### src/rtl/acc_core_pkg.sv
// ---------------------------------------------------------------------------
// acc_core_pkg
//   Shared definitions for the multicycle accumulator core:
//   - 4-bit opcode constants (kLDR .. kJMP); codes 13..15 are undefined and
//     execute as a NOP.
//   - Core FSM state encoding.
//   - ALU operation encoding and the opcode -> ALU-op decoder.
// ---------------------------------------------------------------------------
package acc_core_pkg;

    localparam logic [3:0] kLDR = 4'd0;
    localparam logic [3:0] kSTR = 4'd1;
    localparam logic [3:0] kLDI = 4'd2;
    localparam logic [3:0] kADD = 4'd3;
    localparam logic [3:0] kSUB = 4'd4;
    localparam logic [3:0] kAND = 4'd5;
    localparam logic [3:0] kXOR = 4'd6;
    localparam logic [3:0] kSHL = 4'd7;
    localparam logic [3:0] kLDM = 4'd8;
    localparam logic [3:0] kSTM = 4'd9;
    localparam logic [3:0] kBRZ = 4'd10;
    localparam logic [3:0] kBRN = 4'd11;
    localparam logic [3:0] kJMP = 4'd12;

    typedef enum logic [2:0] {
        IDLE  = 3'd0,
        FETCH = 3'd1,
        EXEC  = 3'd2,
        MEM   = 3'd3,
        HALT  = 3'd4
    } state_e;

    // ALU_NONE means the instruction does not write the accumulator in EXEC
    // (stores, branches, jumps, memory ops and undefined opcodes).
    typedef enum logic [2:0] {
        ALU_NONE = 3'd0,
        ALU_LDR  = 3'd1,
        ALU_LDI  = 3'd2,
        ALU_ADD  = 3'd3,
        ALU_SUB  = 3'd4,
        ALU_AND  = 3'd5,
        ALU_XOR  = 3'd6,
        ALU_SHL  = 3'd7
    } alu_op_e;

    function automatic alu_op_e decode_alu(input logic [3:0] opc);
        alu_op_e op;
        case (opc)
            kLDR:    op = ALU_LDR;
            kLDI:    op = ALU_LDI;
            kADD:    op = ALU_ADD;
            kSUB:    op = ALU_SUB;
            kAND:    op = ALU_AND;
            kXOR:    op = ALU_XOR;
            kSHL:    op = ALU_SHL;
            default: op = ALU_NONE;
        endcase
        return op;
    endfunction

endpackage

### src/rtl/acc_rf.sv
// ---------------------------------------------------------------------------
// acc_rf
//   NREG x DW register file for the accumulator core.
//   - Synchronous write, combinational read, synchronous clear on reset.
//   - A read of the index being written in the same cycle returns the old
//     contents (the write lands at the clock edge).
//
// Ports:
//   clk, reset   clock / synchronous active-high clear
//   we           write enable
//   waddr, wdata write index and data
//   raddr        read index
//   rdata        R[raddr] (zero for an index beyond NREG-1)
// ---------------------------------------------------------------------------
module acc_rf #(
    parameter int DW   = 8,
    parameter int NREG = 16,
    parameter int AW   = (NREG > 1) ? $clog2(NREG) : 1
) (
    input  logic          clk,
    input  logic          reset,
    input  logic          we,
    input  logic [AW-1:0] waddr,
    input  logic [DW-1:0] wdata,
    input  logic [AW-1:0] raddr,
    output logic [DW-1:0] rdata
);

    logic [DW-1:0] regs [NREG];

    always_ff @(posedge clk) begin
        if (reset) begin
            for (int i = 0; i < NREG; i++) begin
                regs[i] <= '0;
            end
        end else if (we && (int'(waddr) < NREG)) begin
            regs[waddr] <= wdata;
        end
    end

    // Non-power-of-two NREG leaves holes in the index space; they read zero.
    assign rdata = (int'(raddr) < NREG) ? regs[raddr] : '0;

endmodule

### src/rtl/acc_core_mc.sv
// ---------------------------------------------------------------------------
// acc_core_mc
//   Multicycle accumulator core. A FETCH/EXEC FSM runs programs from a
//   combinational instruction memory against an accumulator, a register
//   file and a req/ack data memory. Programs end with JMP 0, which parks
//   the core in HALT with done raised until the next start pulse.
//
//   Instruction format: inst[IW-1:IW-4] = opcode, inst[IW-5:0] = operand,
//   register index = operand[$clog2(NREG)-1:0].
//
// Ports:
//   clk, reset     clock / synchronous active-high reset
//   start          one-cycle pulse; starts (or restarts) at PC 0
//   done           high while halted after JMP 0
//   busy           high in FETCH, EXEC and MEM
//   imem_addr      current PC
//   imem_data      instruction at imem_addr (combinational)
//   dmem_req       data-memory request, held until dmem_ack
//   dmem_we        1 = write, 0 = read; valid with dmem_req
//   dmem_addr      R[idx] of the memory instruction
//   dmem_wdata     accumulator at the memory instruction
//   dmem_rdata     read data, valid with dmem_ack
//   dmem_ack       completes the pending request this cycle
// ---------------------------------------------------------------------------
module acc_core_mc
    import acc_core_pkg::*;
#(
    parameter int DW   = 8,
    parameter int IW   = 9,
    parameter int NREG = 16,
    parameter int PCW  = 8
) (
    input  logic           clk,
    input  logic           reset,
    input  logic           start,
    output logic           done,
    output logic           busy,
    output logic [PCW-1:0] imem_addr,
    input  logic [IW-1:0]  imem_data,
    output logic           dmem_req,
    output logic           dmem_we,
    output logic [DW-1:0]  dmem_addr,
    output logic [DW-1:0]  dmem_wdata,
    input  logic [DW-1:0]  dmem_rdata,
    input  logic           dmem_ack
);

    localparam int OW  = IW - 4;
    localparam int RIW = (NREG > 1) ? $clog2(NREG) : 1;

    state_e        state;
    logic [PCW-1:0] pc;
    logic [DW-1:0]  acc;
    logic [IW-1:0]  ir;
    logic           z;
    logic           neg;

    logic [3:0]     opcode;
    logic [OW-1:0]  operand;
    logic [RIW-1:0] idx;
    logic [DW-1:0]  rf_rdata;
    logic           rf_we;

    alu_op_e        alu_op;
    logic [DW-1:0]  acc_next;
    logic           acc_wr;

    assign opcode    = ir[IW-1:IW-4];
    assign operand   = ir[OW-1:0];
    assign idx       = operand[RIW-1:0];
    assign imem_addr = pc;

    // Operand zero-extended to the datapath width (truncated if wider).
    function automatic logic [DW-1:0] imm_data(input logic [OW-1:0] op);
        logic [DW+OW-1:0] wide;
        wide = {{DW{1'b0}}, op};
        return wide[DW-1:0];
    endfunction

    // Operand zero-extended to a PC value, used as the JMP target.
    function automatic logic [PCW-1:0] jump_target(input logic [OW-1:0] op);
        logic [PCW+OW-1:0] wide;
        wide = {{PCW{1'b0}}, op};
        return wide[PCW-1:0];
    endfunction

    // PC-relative branch: the operand is a two's-complement offset, the sum
    // wraps modulo 2^PCW.
    function automatic logic [PCW-1:0] branch_target(input logic [PCW-1:0] base,
                                                     input logic [OW-1:0]  off);
        logic signed [PCW+OW-1:0] off_wide;
        off_wide = {{PCW{off[OW-1]}}, off};
        return base + off_wide[PCW-1:0];
    endfunction

    acc_rf #(
        .DW   (DW),
        .NREG (NREG),
        .AW   (RIW)
    ) u_rf (
        .clk   (clk),
        .reset (reset),
        .we    (rf_we),
        .waddr (idx),
        .wdata (acc),
        .raddr (idx),
        .rdata (rf_rdata)
    );

    assign rf_we = (state == EXEC) && (opcode == kSTR);

    // Inline ALU: next accumulator value for the instruction held in IR.
    always_comb begin
        alu_op   = decode_alu(opcode);
        acc_next = acc;
        acc_wr   = 1'b1;
        case (alu_op)
            ALU_LDR: acc_next = rf_rdata;
            ALU_LDI: acc_next = imm_data(operand);
            ALU_ADD: acc_next = acc + rf_rdata;
            ALU_SUB: acc_next = acc - rf_rdata;
            ALU_AND: acc_next = acc & rf_rdata;
            ALU_XOR: acc_next = acc ^ rf_rdata;
            ALU_SHL: acc_next = acc << 1;
            default: acc_wr   = 1'b0;
        endcase
    end

    always_ff @(posedge clk) begin
        if (reset) begin
            state      <= IDLE;
            pc         <= '0;
            acc        <= '0;
            ir         <= '0;
            z          <= 1'b0;
            neg        <= 1'b0;
            done       <= 1'b0;
            busy       <= 1'b0;
            dmem_req   <= 1'b0;
            dmem_we    <= 1'b0;
            dmem_addr  <= '0;
            dmem_wdata <= '0;
        end else begin
            case (state)
                IDLE: begin
                    if (start) begin
                        pc    <= '0;
                        acc   <= '0;
                        busy  <= 1'b1;
                        state <= FETCH;
                    end
                end

                FETCH: begin
                    ir    <= imem_data;
                    state <= EXEC;
                end

                EXEC: begin
                    pc    <= pc + PCW'(1);
                    state <= FETCH;
                    if (acc_wr) begin
                        acc <= acc_next;
                        z   <= (acc_next == '0);
                        neg <= acc_next[DW-1];
                    end
                    case (opcode)
                        kBRZ: if (z)   pc <= branch_target(pc, operand);
                        kBRN: if (neg) pc <= branch_target(pc, operand);
                        kJMP: begin
                            if (operand != '0) begin
                                pc <= jump_target(operand);
                            end else begin
                                // PC stays on the JMP 0 so a halted core
                                // shows where it stopped.
                                pc    <= pc;
                                done  <= 1'b1;
                                busy  <= 1'b0;
                                state <= HALT;
                            end
                        end
                        kLDM, kSTM: begin
                            // Request fields are captured here and held
                            // unchanged for the whole MEM wait.
                            pc         <= pc;
                            dmem_req   <= 1'b1;
                            dmem_we    <= (opcode == kSTM);
                            dmem_addr  <= rf_rdata;
                            dmem_wdata <= acc;
                            state      <= MEM;
                        end
                        default: ;
                    endcase
                end

                MEM: begin
                    if (dmem_ack) begin
                        if (!dmem_we) begin
                            acc <= dmem_rdata;
                            z   <= (dmem_rdata == '0);
                            neg <= dmem_rdata[DW-1];
                        end
                        dmem_req <= 1'b0;
                        dmem_we  <= 1'b0;
                        pc       <= pc + PCW'(1);
                        state    <= FETCH;
                    end
                end

                HALT: begin
                    // Restart keeps the register file; everything else that
                    // a program observes starts from zero.
                    if (start) begin
                        done  <= 1'b0;
                        busy  <= 1'b1;
                        pc    <= '0;
                        acc   <= '0;
                        z     <= 1'b0;
                        neg   <= 1'b0;
                        state <= FETCH;
                    end
                end

                default: state <= IDLE;
            endcase
        end
    end

endmodule

### config.mk
export PLATFORM = sky130hd
export DESIGN_NAME = acc_core_mc
export DESIGN_NICKNAME = d
export VERILOG_FILES = /design/src/rtl/acc_core_pkg.sv /design/src/rtl/acc_rf.sv /design/src/rtl/acc_core_mc.sv
export SDC_FILE = /design/constraint.sdc
export NUM_CORES = 1
export LEC_CHECK = 0
export ABC_AREA = 0
export CAP_MARGIN = 20
export CELL_PAD_IN_SITES_DETAIL_PLACEMENT = 0
export CELL_PAD_IN_SITES_GLOBAL_PLACEMENT = 2
export CORE_MARGIN = 3
export CORE_UTILIZATION = 25
export CTS_BUF_LIST = sky130_fd_sc_hd__clkbuf_4
export CTS_CLUSTER_DIAMETER = 30
export CTS_CLUSTER_SIZE = 10
export DETAILED_ROUTE_END_ITERATION = 6
export HOLD_SLACK_MARGIN = 0.03
export PLACE_DENSITY = 0.64
export REMOVE_ABC_BUFFERS = 1
export SETUP_SLACK_MARGIN = 0.3
export SLEW_MARGIN = 30
export SYNTH_ARGS = -nofsm -noshare
export SYNTH_HDL_FRONTEND = slang
export SYNTH_SLANG_ARGS = --single-unit
### constraint.sdc
create_clock -name clk -period 6.95 [get_ports clk]
set_clock_uncertainty 0.15 [all_clocks]
set_input_delay 1.39 -clock clk [delete_from_list [all_inputs] [get_ports clk]]
set_output_delay 1.39 -clock clk [all_outputs]
set_load 0.05 [all_outputs]
# After elaboration in Yosys (flattened, before gate mapping)
# Memory sizes are Yosys's and may differ from the RTL's. A register that Yosys moved wholly into a read port is not among the register bits.
# Cells that the tools add are included.
# Widths: inputs -> output; s select.
[word_totals]
register_bits = 50
ram_bits = 128
inputBits = 21
elab_cells = 125
mem_count = 1
[op_classes]
n_addsub = 4
n_eq_ne = 33
muxes = 50
bitwise = 2
n_reduce_logical = 23
[mem_list]
columns = ["memory", "depth", "width", "read_ports", "rd_ports_with_merged_regs", "write_ports", "line_no", "text"]
rows = [
  ["u_rf.regs", 16, 8, 1, 1, 16, "acc_rf.sv:29", "logic [DW-1:0] regs [NREG];"],
]
[ops]
columns = ["operator", "count"]
rows = [
  ["$mux 8", 9],
  ["$pmux 8 s7", 1],
  ["$pmux 8 s3", 2],
  ["$pmux 8 s4", 1],
  ["$mux 1", 22],
  ["$pmux 3 s7", 1],
  ["$eq 4x4->1 const B", 5],
  ["$add 8x8->8", 2],
  ["$eq 4x3->1 const B", 4],
  ["$logic_not 8->1", 2],
  ["$eq 3x3->1 const B", 5],
  ["$reduce_and 5->1", 3],
  ["$eq 3x2->1 const B", 4],
  ["$mux 4", 3],
  ["$ne 2x2->1 const B", 6],
  ["$pmux 3 s4", 1],
  ["$mux 3", 3],
  ["$add 8x1->8 const B", 1],
  ["$and 8x8->8", 1],
  ["$eq 4x2->1 const B", 2],
  ["$pmux 1 s2", 4],
  ["$reduce_and 4->1", 2],
  ["$reduce_or 8->1", 1],
  ["$sub 8x8->8", 1],
  ["17 further kinds", 26],
]

# Logic depth before layout (Yosys ltp)
# Gate-level depths: netlist (run 1).
[logic_depth]
depth_word = 7
depth_mapped = 19
mapped_depth_nobuf = 17

# Modules after synthesis
# Synthesis (run 1) repeated with hierarchy kept, for this count alone.
[hier_totals]
cells_unflattened = 840
hier_area_um2 = 9614.2
[modules_own_cells]
columns = ["mod", "n_inst", "cells_per_inst", "area_per_inst_um2", "seq_area_each_um2"]
rows = [
  ["acc_rf", 1, 375, 5861.9, 3843.7],
  ["acc_core_mc", 1, 465, 3752.3, 1001.0],
]

# Worst setup path after synthesis (run 1)
# Ideal clock, no wire load.
[synth_path]
path_type = "reg-to-reg"
from = "reg (tool-made name)"
to = "reg z"
t_arrival_ps = 3832
path_slack_ps = 2895
stages_incl_launch_ff = 18
path_buffers = 2
period_less_slack_ps = 4055
path_cell_list = "dfxtp_1 > buf_6 > buf_6 > mux4_2 > a22oi_1 > and2_1 > ha_1 > nor2_1 > a21oi_1 > fa_1 > nor2b_1 > o31a_1 > o22ai_1 > xnor2_1 > a221oi_1 > nand2_1 > o41a_1 > nor3_2"
[synth_rtl]
columns = ["element", "line_no", "text"]
rows = [
  ["end signal: assignment", "acc_core_mc.sv:164", "z <= (acc_next == '0);"],
  ["end signal: assignment", "acc_core_mc.sv:200", "z <= (dmem_rdata == '0);"],
  ["end: declaration", "acc_core_mc.sv:55", "logic z;"],
]

==> results.yml, run 1 <==
run_status:
  outcome: "complete, no violations"
pwr:
  netSwitchingFraction: 0.3440
  seqPwrFrac: 0.530
  p_int_uw: 1554
  vdd_drop_max_mv: 0.08985
  power_frac_comb: 0.205
  p_leak_uw: 0.003729
  p_total_uw: 2369
  p_clk_frac: 0.265
  p_sw_uw: 815.0
  powerDensity_nw_per_um2: 214.1
synthesis:
  yosysSeqAreaShare: 0.5036
  synth_area_leaders: "edfxtp_1, dfxtp_1, and2_1"
  syn_inst: 916
  synth_top_cell_by_area: "edfxtp_1"
  syn_avg_cell_area_sq_um: 10.68
  synth.distinct_cells: 66
  ys_ff_latch: 182
  yosysMostFrequentCell: "edfxtp_1"
  synth-edff-count: 128
  ys.flop_type: "edfxtp_1"
  ys_warn_count: 0
  synth_commonest_cells: "edfxtp_1, and2_1, nor2_1"
  netlist_area_sq_um: 9779
  netlist.area_leader.share: 0.3930
  ys_async_sr_fraction: 0
floorplan:
  fp.dieW_microns: 203.8
  die-area_sq_um: 41530
  io_pins: 49
  rows: 71
  die_y_microns: 203.8
  core-area_sq_um: 38110
  initial_utilization: 0.2566
sta:
  slew_viol_final: 0
  fin_tns_setup_ns: 0
  layout_setup_ws_ns: 1.900
  fin_crit_ns: 5.050
  hold_viol_final: 0
  maxSlewHeadroom: 0.3990
  setup_viol_count_final: 0
  timing.final.crit_share: 0.7266
  worst_slew_pin_slew_ns: 0.8994
  rsz0062_at_grt: "false"
  fmax_mhz: 198.0
place:
  pre_cts_ws_ns: 1.970
  port_buffers: 48
  place_area_sq_um: 10770
  gp_congestion: 0.8528
  dp_hpwl_microns: 21480
clock_network:
  cts_setup_buffers: 0
  clockBufferDepth: 2
  cts_tree: "done"
  clk-insertion-delay-late_ns: 0.62
  ctsResizeCount: 0
  cts-buffers-inserted: 17
  clk_pin_slew_ns: 0.20
  cts-root-buf: "clkbuf_4"
  cts.sinks: 182
  postCtsHoldBufs: 0
  htreeDepth: 4
critical_path:
  crit_arrival_ns: 5.44
  crit_path_start_kind: "flop"
  critPathMaxFanout: 22
  critical_path_class: "flop to flop"
  cp-end-kind: "flop"
  reg2reg_slack_ns: 1.90
  cp.required_ns: 7.34
detailed_routing:
  routedWlPerCell_microns: 20.39
  ant_nets: 0
  vias: 7078
  wl_microns: 29850
  via_per_inst: 4.835
  first_iter_violations: 515
  dr.pass1.iters: 5
  drc_errors: 0
run:
  drv_cap: 0
grt:
  grt_first_pass_wirelength_microns: 45830
  grt_max_degree: 67
  grt.total_usage: 0.1459
  grt_overflow: 0
  grt_pass1_vias: 7292
  antenna_found_initial: 1
final_layout:
  design_area_sq_um: 11070
  fin_util: 0.2904
  area_growth_pct: 13.18
  drive_gt1_frac: 0.1155
  nFillCells: 3955
  fin_nets: 986
min_path:
  hp-class: "flop to flop"
[stage by stage]
| step | hold slack (ns) | instances |
|---|---|---|
| after CTS | 0.3231 | 1463 |
| after global routing | 0.3332 | 1464 |
| after floorplan | 0.3336 | 853 |
| final | 0.3184 | 1464 |
| after global placement | 0.2937 | 1431 |
| after detailed placement | 0.2994 | 1431 |
[routing by layer]
layer | global-route usage | routed length [microns] | part of all wire
met5 | 0 | 0 | 0
met4 | 0.03884 | 412 | 0.014
met3 | 0.02075 | 857 | 0.029
met2 | 0.2215 | 13400 | 0.45
met1 | 0.2175 | 15190 | 0.51
[critical path, stage by stage (launching register included)]
cell and delay (ns):
dfxtp_2 0.85, buf_4 0.43, mux2i_1 0.13, a221oi_1 0.42
o21ai_0 0.18, and2_1 0.23, ha_1 0.28, nor2_1 0.04
a21oi_1 0.24, inv_1 0.08, ha_1 0.17, or2_2 0.28
o21ai_0 0.20, xnor2_1 0.10, a221oi_1 0.27, o22ai_1 0.13
nand4b_1 0.20, o41a_1 0.43, nor3_2 0.17
[cells in the final DEF (no fill, tap or decap), types with 22 or more instances in the layout]
| master | instances |
|---|---|
| o21ai_0 | 25 |
| ha_1 | 24 |
| a21oi_1 | 53 |
| clkdlybuf4s50_1 | 47 |
| nor2_1 | 83 |
| nand2_1 | 54 |
| dfxtp_1 | 52 |
| and2_1 | 87 |
| or2_2 | 22 |
| mux2i_1 | 48 |
| nor3_1 | 59 |
| edfxtp_1 | 128 |
[worst paths after layout]
path	startpoint	endpoint	cells past startpoint
setup / recovery	flop	z	18
hold / removal	dmem_wdata[0]	dmem_wdata[0]	2
setup reg to reg	flop	z	18
hold reg to reg	dmem_wdata[0]	dmem_wdata[0]	2
[cell families after synthesis]
kind of cell,Yosys count,share of synthesized area
multiplexers,71,0.09788
XOR/XNOR,19,0.01842
adder cells (fa/ha/maj),26,0.03480
flip-flops,182,0.5036
AO/OA/AOI/OAI,170,0.1169
buffers and inverters,87,0.03838
AND/OR/NAND/NOR,361,0.1900
[power by group through the flow]
stage                     clock network, uW  logic (uW)  registers, uW
after global routing                    695         536           1260
after global placement                    0         485           1280
after CTS                               651         485           1260
final                                   628         486           1260
after floorplan                           0         297           1280
after detailed placement                  0         482           1280
[sequential cells by signal (all words and copies together), names as in the netlist, 3 cells and up, named ones only]
register    flops
dmem_wdata      8
acc             8
state           3
dmem_addr       8
ir              9
imem_addr       8
u_rf.regs     128
[area by class of cell]
type | instances | area [sq um] | share of cell area
well taps | 511 | 639.4 | 0.05777
repair buffers | 67 | 618.1 | 0.05584
flip-flops and latches | 182 | 4927 | 0.4452
diodes | 1 | 2.502 | 0.0002261
clock buffers | 17 | 127.6 | 0.01153
multi-input cells | 647 | 4496 | 0.4062
clock inverters | 15 | 167.7 | 0.01515
inverters | 24 | 90.09 | 0.008139
Power figures use the tool's default switching activity.
==> inputs of run 2 (changes only) <==
clock period = 4.9 ns   (was 6.95 ns; I/O delays follow)
==> run 2 against run 1 <==
Clock power up 48%. Cell area up 2.2%. Utilization up 0.63 points. Critical path type unchanged. Largest cell class unchanged. Largest power group unchanged. Highest routed layer unchanged.
==> results.yml, run 2 (same netlist as run 1, synthesis figures left out) <==
sta:
  hold_viol_final: 0
  timing.final.crit_share: 0.8634
  maxSlewHeadroom: 0.4227
  slew_viol_final: 0
  rsz0062_at_grt: "false"
  worst_slew_pin_slew_ns: 0.8635
  fin_crit_ns: 4.231
  fmax_mhz: 236.4
  setup_viol_count_final: 0
final_layout:
  fin_nets: 1008
  regMostFlops: "u_rf.regs"
  layout_common_cells: "edfxtp_1, and2_1, nor2_1"
  drive_gt1_frac: 0.1396
  largest_reg_flops: 128
  largestRegisters: "u_rf.regs x128, ir x9"
  fin_util: 0.2967
  final_common_cell: "edfxtp_1"
  nFillCells: 3963
  area_growth_pct: 15.63
detailed_routing:
  dr.pass1.iters: 5
  ant_nets: 0
  first_iter_violations: 456
  via_per_inst: 4.890
  drc_errors: 0
  wl_microns: 29610
  routedWlPerCell_microns: 19.93
  vias: 7267
clock_network:
  cts-buffers-inserted: 17
  cts_tree: "done"
  cts-root-buf: "clkbuf_4"
  htreeDepth: 4
  postCtsHoldBufs: 0
  clk-insertion-delay-late_ns: 0.60
  clockBufferDepth: 2
  cts.sinks: 182
  clk_pin_slew_ns: 0.17
floorplan:
  initial_utilization: 0.2566
  io_pins: 49
  core-area_sq_um: 38110
  die-area_sq_um: 41530
  fp.dieW_microns: 203.8
  rows: 71
  die_y_microns: 203.8
pwr:
  seqPwrFrac: 0.520
  power_frac_comb: 0.206
  powerDensity_nw_per_um2: 300.7
  p_int_uw: 2299
  p_sw_uw: 1100
  vdd_drop_max_mv: 0.1574
  p_leak_uw: 0.003868
  p_total_uw: 3400
  netSwitchingFraction: 0.3237
  p_clk_frac: 0.273
critical_path:
  critPathSlowestCell: "dfxtp_1"
  critPathMaxFanout: 18
  r2r-end: "z"
  path_cells: "buf_4, mux4_2, mux2i_1, mux2_2, xor2_1, ha_1, or2_2, o21ai_0, xnor2_1, a221oi_1, o22ai_1, nand4b_1, o41a_1, nor3_2"
  path_depth: 14
  critical_path_class: "flop to flop"
  cp-end-kind: "flop"
  crit_path_start_kind: "flop"
  crit_arrival_ns: 4.63
  cp.required_ns: 5.30
  max_stage_delay_ns: 0.54
  critPathBufInv: 1
  reg2reg_slack_ns: 0.67
  cp-endpoint: "z"
  reg2regPathDepth: 14
  crit_family: "multiplexers"
grt:
  grt_first_pass_wirelength_microns: 45680
  grt_overflow: 0
  grt_max_degree: 67
  grt_pass1_vias: 7343
  antenna_found_initial: 1
  grt.total_usage: 0.1445
place:
  port_buffers: 48
  dp_hpwl_microns: 21490
  gp_congestion: 0.7799
min_path:
  hp-class: "flop to flop"
run_status:
  outcome: "complete, no violations"
run:
  drv_cap: 0
run 2: changes by cell type in the layout (fill, tap and decap cells not counted), moves of 2 or more:
cell,before,now
buf_12,0,2
a221oi_1,14,12
bufinv_16,0,2
clkinv_4,0,2
a221oi_2,1,3
buf_4,19,39
inv_8,5,3
run 2: stage by stage:
step,worst slack (ns),setup TNS [ns],instances,cell area (sq um),hold slack [ns]
final,0.6691,0,1486,11310,0.3148
after global placement,0.5255,0,1449,10920,0.2938
after floorplan,-0.1549,-0.3664,853,9494,0.3336
after detailed placement,0.4536,0,1449,10940,0.2965
after global routing,0.2828,0,1486,11310,0.3434
after CTS,0.4471,0,1481,11250,0.3185
run 2: area by class of cell:
cell class              instances  area [sq um]  area share
flip-flops and latches        182          4930      0.4359
multi-input cells             647          4524      0.4001
repair buffers                 89         808.3     0.07148
well taps                     511         639.4     0.05654
clock inverters                15         186.4     0.01649
clock buffers                  17         127.6     0.01129
inverters                      24         90.09    0.007966
diodes                          1         2.502   0.0002213
run 2: power groups by stage:
stage	clock network (uW)	registers [uW]	logic, uW
floorplan	0	1810	421
global placement	0	1810	698
detailed placement	0	1810	695
CTS	962	1770	700
global route	1030	1780	771
finish	929	1770	702
run 2: repair_timing:
action,4_1_cts,5_1_grt
setup buffers,0,4
setup endpoints to repair,0,3
gates resized for setup,0,5
run 2: layer usage:
layer,up-vias,GRT usage,wire [microns]
met4,0,0.03122,324
met3,19,0.02075,937
met2,138,0.2274,13310
met5,-,0,0
met1,3662,0.2117,15040
li1,3448,-,-
run 2: how the worst min path moves through the flow:
stage,startpoint,endpoint,slack [ns],depth (start not counted)
finish,dmem_wdata[1],dmem_wdata[1],0.31,2
global route,dmem_wdata[5],dmem_wdata[5],0.34,2
CTS,dmem_wdata[1],dmem_wdata[1],0.32,2
detailed placement,dmem_wdata[1],dmem_wdata[1],0.30,2
global placement,dmem_req,dmem_req,0.29,2
floorplan,acc[0],dmem_wdata[0],0.33,2
run 2: worst reg2reg max path, stage by stage (launching register included):
cell	delay, ns
dfxtp_1	0.54
buf_4	0.32
mux4_2	0.55
mux2i_1	0.15
mux2_2	0.28
xor2_1	0.17
ha_1	0.27
or2_2	0.31
o21ai_0	0.10
xnor2_1	0.10
a221oi_1	0.28
o22ai_1	0.14
nand4b_1	0.21
o41a_1	0.44
nor3_2	0.18
